[config.mk]
export PLATFORM = sky130hd
export DESIGN_NAME = axis_video_sink
export DESIGN_NICKNAME = d
export VERILOG_FILES = /design/src/rtl/axis_video_pkg.sv /design/src/rtl/axis_ready_throttle.sv /design/src/rtl/axis_video_sink.sv
export SDC_FILE = /design/constraint.sdc
export NUM_CORES = 1
export LEC_CHECK = 0
export ABC_AREA = 1
export CORE_MARGIN = 5
export CORE_UTILIZATION = 55
export DETAILED_ROUTE_END_ITERATION = 10
export DONT_BUFFER_PORTS = 1
export HOLD_SLACK_MARGIN = 0.05
export PLACE_DENSITY = 0.7
export SYNTH_ARGS = -nofsm -noshare
export SYNTH_HDL_FRONTEND = slang
export SYNTH_SLANG_ARGS = --single-unit
[constraint.sdc]
create_clock -name aclk -period 4.35 [get_ports aclk]
set_input_delay 0.6525 -clock aclk [delete_from_list [all_inputs] [get_ports aclk]]
set_output_delay 0.6525 -clock aclk [all_outputs]
set_load 0.005 [all_outputs]
[src/rtl/axis_video_pkg.sv]
// rtl/axis_video_pkg.sv - shared states, widths and constants for the video sink
package axis_video_pkg;

  typedef logic [1:0] state_t;

  localparam state_t WAIT_SOF = 2'd0;
  localparam state_t ACTIVE   = 2'd1;
  localparam state_t FLUSH    = 2'd2;

  localparam int COUNT_W = 16;
  localparam logic [COUNT_W-1:0] COUNT_MAX = '1;

  // Wide enough for any DATA_W up to 128; sliced to the real keep width.
  localparam int MAX_KEEP_W = 16;
  localparam logic [MAX_KEEP_W-1:0] KEEP_ALL_ONES = '1;

endpackage

[src/rtl/axis_ready_throttle.sv]
// rtl/axis_ready_throttle.sv - 8-phase pattern generator driving a registered tready
module axis_ready_throttle (
  input  logic       clk,
  input  logic       areset,
  input  logic       en,
  input  logic [7:0] pattern,
  output logic       tready
);

  logic [2:0] phase;

  always_ff @(posedge clk) begin
    if (areset) begin
      phase  <= 3'd0;
      tready <= 1'b0;
    end else begin
      phase  <= phase + 3'd1;
      tready <= en ? pattern[phase] : 1'b1;
    end
  end

endmodule

[src/rtl/axis_video_sink.sv]
// rtl/axis_video_sink.sv - AXI4-Stream RGB sink with coordinate tagging and framing checks
module axis_video_sink
  import axis_video_pkg::*;
#(
  parameter int DATA_W   = 24,
  parameter int H_ACTIVE = 640,
  parameter int V_ACTIVE = 480,
  parameter int CNT_W    = 12
) (
  input  logic                  aclk,
  input  logic                  areset,
  input  logic                  s_axis_tvalid,
  input  logic [DATA_W-1:0]     s_axis_tdata,
  input  logic [DATA_W/8-1:0]   s_axis_tkeep,
  input  logic                  s_axis_tlast,
  input  logic                  s_axis_tuser,
  output logic                  s_axis_tready,
  input  logic                  throttle_en,
  input  logic [7:0]            throttle_pattern,
  input  logic                  clear,
  output logic                  pix_valid,
  output logic [DATA_W-1:0]     pix_data,
  output logic [CNT_W-1:0]      pix_x,
  output logic [CNT_W-1:0]      pix_y,
  output logic                  pix_sof,
  output logic                  pix_eol,
  output logic                  frame_done,
  output logic [COUNT_W-1:0]    frame_count,
  output logic [COUNT_W-1:0]    drop_count,
  output logic                  err_eol_early,
  output logic                  err_eol_late,
  output logic                  err_sof_early,
  output logic                  err_keep
);

  localparam int KEEP_W = DATA_W / 8;
  localparam logic [KEEP_W-1:0] KEEP_FULL = KEEP_ALL_ONES[KEEP_W-1:0];
  localparam logic [CNT_W-1:0]  X_LAST    = CNT_W'(H_ACTIVE - 1);
  localparam logic [CNT_W-1:0]  Y_LAST    = CNT_W'(V_ACTIVE - 1);
  localparam logic [CNT_W-1:0]  CNT_ONE   = CNT_W'(1);

  axis_ready_throttle u_throttle (
    .clk     (aclk),
    .areset  (areset),
    .en      (throttle_en),
    .pattern (throttle_pattern),
    .tready  (s_axis_tready)
  );

  state_t           state, state_n;
  logic [CNT_W-1:0] x, y, x_n, y_n, cx, cy;
  logic             acc, emit, sof, eol, done, drop;
  logic             e_early, e_late, e_sof, e_keep;

  assign acc = s_axis_tvalid && s_axis_tready;

  always_comb begin
    state_n = (state == ACTIVE || state == FLUSH) ? state : WAIT_SOF;
    x_n     = x;
    y_n     = y;
    cx      = x;
    cy      = y;
    emit    = 1'b0;
    sof     = 1'b0;
    eol     = 1'b0;
    done    = 1'b0;
    drop    = 1'b0;
    e_early = 1'b0;
    e_late  = 1'b0;
    e_sof   = 1'b0;
    e_keep  = 1'b0;
    if (acc) begin
      e_keep = (s_axis_tkeep != KEEP_FULL);
      // SOF rebases the beat to (0,0) before the end-of-line check runs.
      if (s_axis_tuser) begin
        sof   = 1'b1;
        cx    = '0;
        cy    = '0;
        e_sof = (state != WAIT_SOF);
      end
      if (sof || state == ACTIVE) begin
        emit    = 1'b1;
        eol     = s_axis_tlast || (cx == X_LAST);
        e_early = s_axis_tlast && (cx != X_LAST);
        if (!s_axis_tlast && cx == X_LAST) begin
          e_late  = 1'b1;
          state_n = FLUSH;
          x_n     = cx;
          y_n     = cy;
        end else if (s_axis_tlast) begin
          x_n = '0;
          if (cy == Y_LAST) begin
            done    = 1'b1;
            y_n     = '0;
            state_n = WAIT_SOF;
          end else begin
            y_n     = cy + CNT_ONE;
            state_n = ACTIVE;
          end
        end else begin
          x_n     = cx + CNT_ONE;
          y_n     = cy;
          state_n = ACTIVE;
        end
      end else begin
        drop = 1'b1;
        if (state == FLUSH && s_axis_tlast) begin
          x_n = '0;
          if (y == Y_LAST) begin
            done    = 1'b1;
            y_n     = '0;
            state_n = WAIT_SOF;
          end else begin
            y_n     = y + CNT_ONE;
            state_n = ACTIVE;
          end
        end
      end
    end
  end

  always_ff @(posedge aclk) begin
    if (areset) begin
      state      <= WAIT_SOF;
      x          <= '0;
      y          <= '0;
      pix_valid  <= 1'b0;
      pix_data   <= '0;
      pix_x      <= '0;
      pix_y      <= '0;
      pix_sof    <= 1'b0;
      pix_eol    <= 1'b0;
      frame_done <= 1'b0;
    end else begin
      state      <= state_n;
      x          <= x_n;
      y          <= y_n;
      pix_valid  <= emit;
      pix_sof    <= sof && emit;
      pix_eol    <= eol;
      frame_done <= done;
      if (emit) begin
        pix_data <= s_axis_tdata;
        pix_x    <= cx;
        pix_y    <= cy;
      end
    end
  end

  // Clear and a same-cycle event: the event wins, so counts restart at 1.
  always_ff @(posedge aclk) begin
    if (areset) begin
      frame_count   <= '0;
      drop_count    <= '0;
      err_eol_early <= 1'b0;
      err_eol_late  <= 1'b0;
      err_sof_early <= 1'b0;
      err_keep      <= 1'b0;
    end else begin
      err_eol_early <= (err_eol_early && !clear) || e_early;
      err_eol_late  <= (err_eol_late  && !clear) || e_late;
      err_sof_early <= (err_sof_early && !clear) || e_sof;
      err_keep      <= (err_keep      && !clear) || e_keep;
      if (clear)
        frame_count <= COUNT_W'(done);
      else if (done)
        frame_count <= frame_count + COUNT_W'(1);
      if (clear)
        drop_count <= COUNT_W'(drop);
      else if (drop && drop_count != COUNT_MAX)
        drop_count <= drop_count + COUNT_W'(1);
    end
  end

endmodule

==> reports/qor.yml <==
finish:
  regArea_sq_um: 2360
  multi_input_area_sq_um: 3330
  drive_above_1_share_pct: 7.85
  final_common_cell: "nand2_1"
  final_cell_mix: "nand2_1, nor2_1, dfxtp_1, inv_1, nand3_1"
  finalNetCount: 966
  area_growth_pct: 9.27
  final_area_sq_um: 6840
  stdcell_count: 1073
  fillers: 1069
  fin_util_pct: 60.7
  diodes: 0
yosys:
  ys_seq_area_share_pct: 37.7
  synth_compound_area_share_pct: 13.3
  synth_edf_count: 0
  yosys_most_used_dff: "dfxtp_1"
  avgSynthCellArea_sq_um: 6.73
  syn_inst: 931
  synth_xor_area_share_pct: 2.94
  synth_top_family_by_area: "simple AND/OR/NAND/NOR gates"
  ys_seq_elements: 118
  yosys.area_share.simple_pct: 35.7
  synth.distinct_cells: 41
  muxShareOfSynthArea_pct: 0
  ys_async_sr_fraction_pct: 0
  synth_nets: 979
  synth_area_sq_um: 6260
  synthAdderAreaFrac_pct: 1.20
  yosysWarnings: 0
placed_design:
  dpl_cell_area_sq_um: 6260
  dp.cells: 1042
  dp_hpwl_microns: 12200
  place.gp.congestion: 0.961
  portBuffers: 0
cts:
  ctsResizeCount: 0
  clk_latency_ns: 0.41
  clkSlewWorstSetupHoldPaths_ns: 0.05
  cts_hold_buffers: 0
  cts.htree.levels: 4
  clkSinkCount: 118
  root_buffer: "clkbuf_16"
  post_cts_buffers: 0
  cts_tree: "built"
  clockBufferDepth: 2
  cts_buffers: 17
grt:
  grt_use_total_pct: 24.8
  grt_pass1_wl_microns: 26800
  grt_overflow_total: 0
  grt_pass1_vias: 5577
  grt_start_max_net_pins: 49
  antenna_found_initial: 0
timing:
  hold_violations: 0
  fin_crit_sh_pct: 54.6
  slew_headroom_pct: 46.2
  fin_crit_ns: 2.38
  grt_setup_unrepaired: "false"
  final_max_slew_viol_count: 0
  worst_pin_slew_ns: 0.802
  setup_viol: 0
  maxClockFrequency_mhz: 421
  fin_skew_ns: 0.00647
  fin_setup_tns_ns: 0
critical_path:
  worstReg2RegStart: "u_throttle.tready"
  cp-end-kind: "flop"
  critical_path.slowest_cell: "clkinv_1"
  path_class: "reg2reg"
  required_ns: 4.63
  cp-start-kind: "flop"
  r2r_slack_ns: 1.97
  crit_arrival_ns: 2.65
  worstReg2RegEnd: "pix_x[6]"
  crit_chain: "nand2_1 -> inv_1 -> nand2_4 -> clkinv_1 -> buf_4 -> o21ai_0 -> a21oi_1"
  slowest_delay_ns: 0.50
  cp-startpoint: "u_throttle.tready"
  r2r_cells: 7
  worstPathMaxFanout: 48
pwr:
  p_sw_share_pct: 23.3
  power.internal_mw: 2.06
  pwr-share-seq_pct: 43.0
  power.density_nw_per_um2: 393
  ir_drop_mv: 0.245
  power.static_leakage_nw: 2.66
  clockPowerShare_pct: 50.8
  finalPower_mw: 2.69
  pwr-share-comb_pct: 6.1
  switching_power_mw: 0.625
drt:
  drt_iter0_drc: 555
  ant_nets: 0
  drc: 0
  wl_microns: 16900
  vias: 6022
  firstDrtPassIters: 5
  wl_per_cell_microns: 15.7
  vias_per_cell: 5.61
min_path:
  hp-start: "areset"
  hold_end: "u_throttle.phase[0]"
  hold_path_class: "in2reg"
  min_path_cells: 1
die:
  io_pins: 131
  core-area_sq_um: 11300
  die_area_sq_um: 13600
  die_w_microns: 117
  start_util_pct: 55.6
  die_h_microns: 117
  row_count: 39
run:
  max_cap_violations: 0
run_status:
  status: "complete, no violations"
[cell usage after synthesis, types with 4 or more instances]
master,number,area share (%)
a21oi_1,61,4.9
buf_2,6,0.48
buf_4,4,0.48
buf_6,4,0.72
clkbuf_1,18,1.1
dfxtp_1,118,38
ha_1,6,1.2
inv_1,91,5.5
inv_2,4,0.24
nand2_1,213,13
nand2_2,10,1.0
nand3_1,82,6.6
nand3b_1,5,0.60
nand4_1,20,2.0
nor2_1,130,7.8
nor2_2,9,0.90
nor2_4,5,0.90
nor3_1,9,0.72
o211ai_1,8,0.96
o21ai_0,80,6.4
xnor2_1,6,0.84
xor2_1,15,2.1
[per-stage QoR]
stage	hold WS [ns]	setup slack (ns)
after floorplan	0.444	2.00
after global placement	0.463	1.79
after detailed placement	0.465	1.65
after CTS	0.289	1.97
after global routing	0.286	1.74
final	0.311	1.97
[worst max-delay path: cells and delay by family (launching register included)]
kind	cells	cell delay (ns)
and+or+nand+nor	2	0.46
buffers and inverters	3	1.12
AOI/OAI and AO/OA	2	0.31
DFF	1	0.32
[worst max-delay path by stage]
| stage | to | slack (ns) | cells after the start |
|---|---|---|---|
| detailed placement | pix_x[6] | 1.65 | 7 |
| CTS | pix_x[6] | 1.97 | 7 |
| global route | pix_x[6] | 1.74 | 7 |
| global placement | pix_x[5] | 1.79 | 7 |
| finish | pix_x[6] | 1.97 | 7 |
| floorplan | frame_count[15] | 2.00 | 14 |
[flip-flops by register name (all words and copies together), names as in the netlist]
| register | count |
|---|---|
| u_throttle.tready | 1 |
| pix_sof | 1 |
| frame_done | 1 |
| err_eol_late | 1 |
| err_sof_early | 1 |
| pix_data | 24 |
| x | 12 |
| pix_y | 12 |
| pix_x | 12 |
| u_throttle.phase | 3 |
| state | 2 |
| pix_valid | 1 |
| y | 12 |
| drop_count | 16 |
| pix_eol | 1 |
| frame_count | 16 |
| err_keep | 1 |
| err_eol_early | 1 |
[final cells by class]
cell class	count	share of cell area, %
Multi-Input combinational cell	681	48.7
Sequential cell	118	34.5
Clock buffer	22	7.07
Inverter	98	5.45
Tap cell	143	2.61
Clock inverter	9	1.46
Timing Repair Buffer	2	0.219
[metal layers]
metal	routed length, microns	GRT usage, %	vias to the layer above
met4	260	9.79	0
met5	0	0	-
met3	1630	7.25	21
met2	7710	40.2	234
met1	7270	31.1	2746
li1	-	-	3021
[kinds of logic after synthesis]
logic type,after synthesis
XOR/XNOR,21
AND/OR/NAND/NOR,496
AO/OA/AOI/OAI,158
buffers and inverters,132
flip-flops,118
adder cells (fa/ha/maj),6
[power groups by stage]
stage / Sequential [mW] / Combinational [mW] / Clock [mW]
2_1_floorplan: 1.17 / 0.147 / 0
3_3_place_gp: 1.18 / 0.158 / 0
3_5_place_dp: 1.18 / 0.164 / 0
4_1_cts: 1.16 / 0.165 / 1.39
5_1_grt: 1.16 / 0.188 / 1.45
6_report: 1.16 / 0.164 / 1.37
Power figures use the tool's default switching activity.
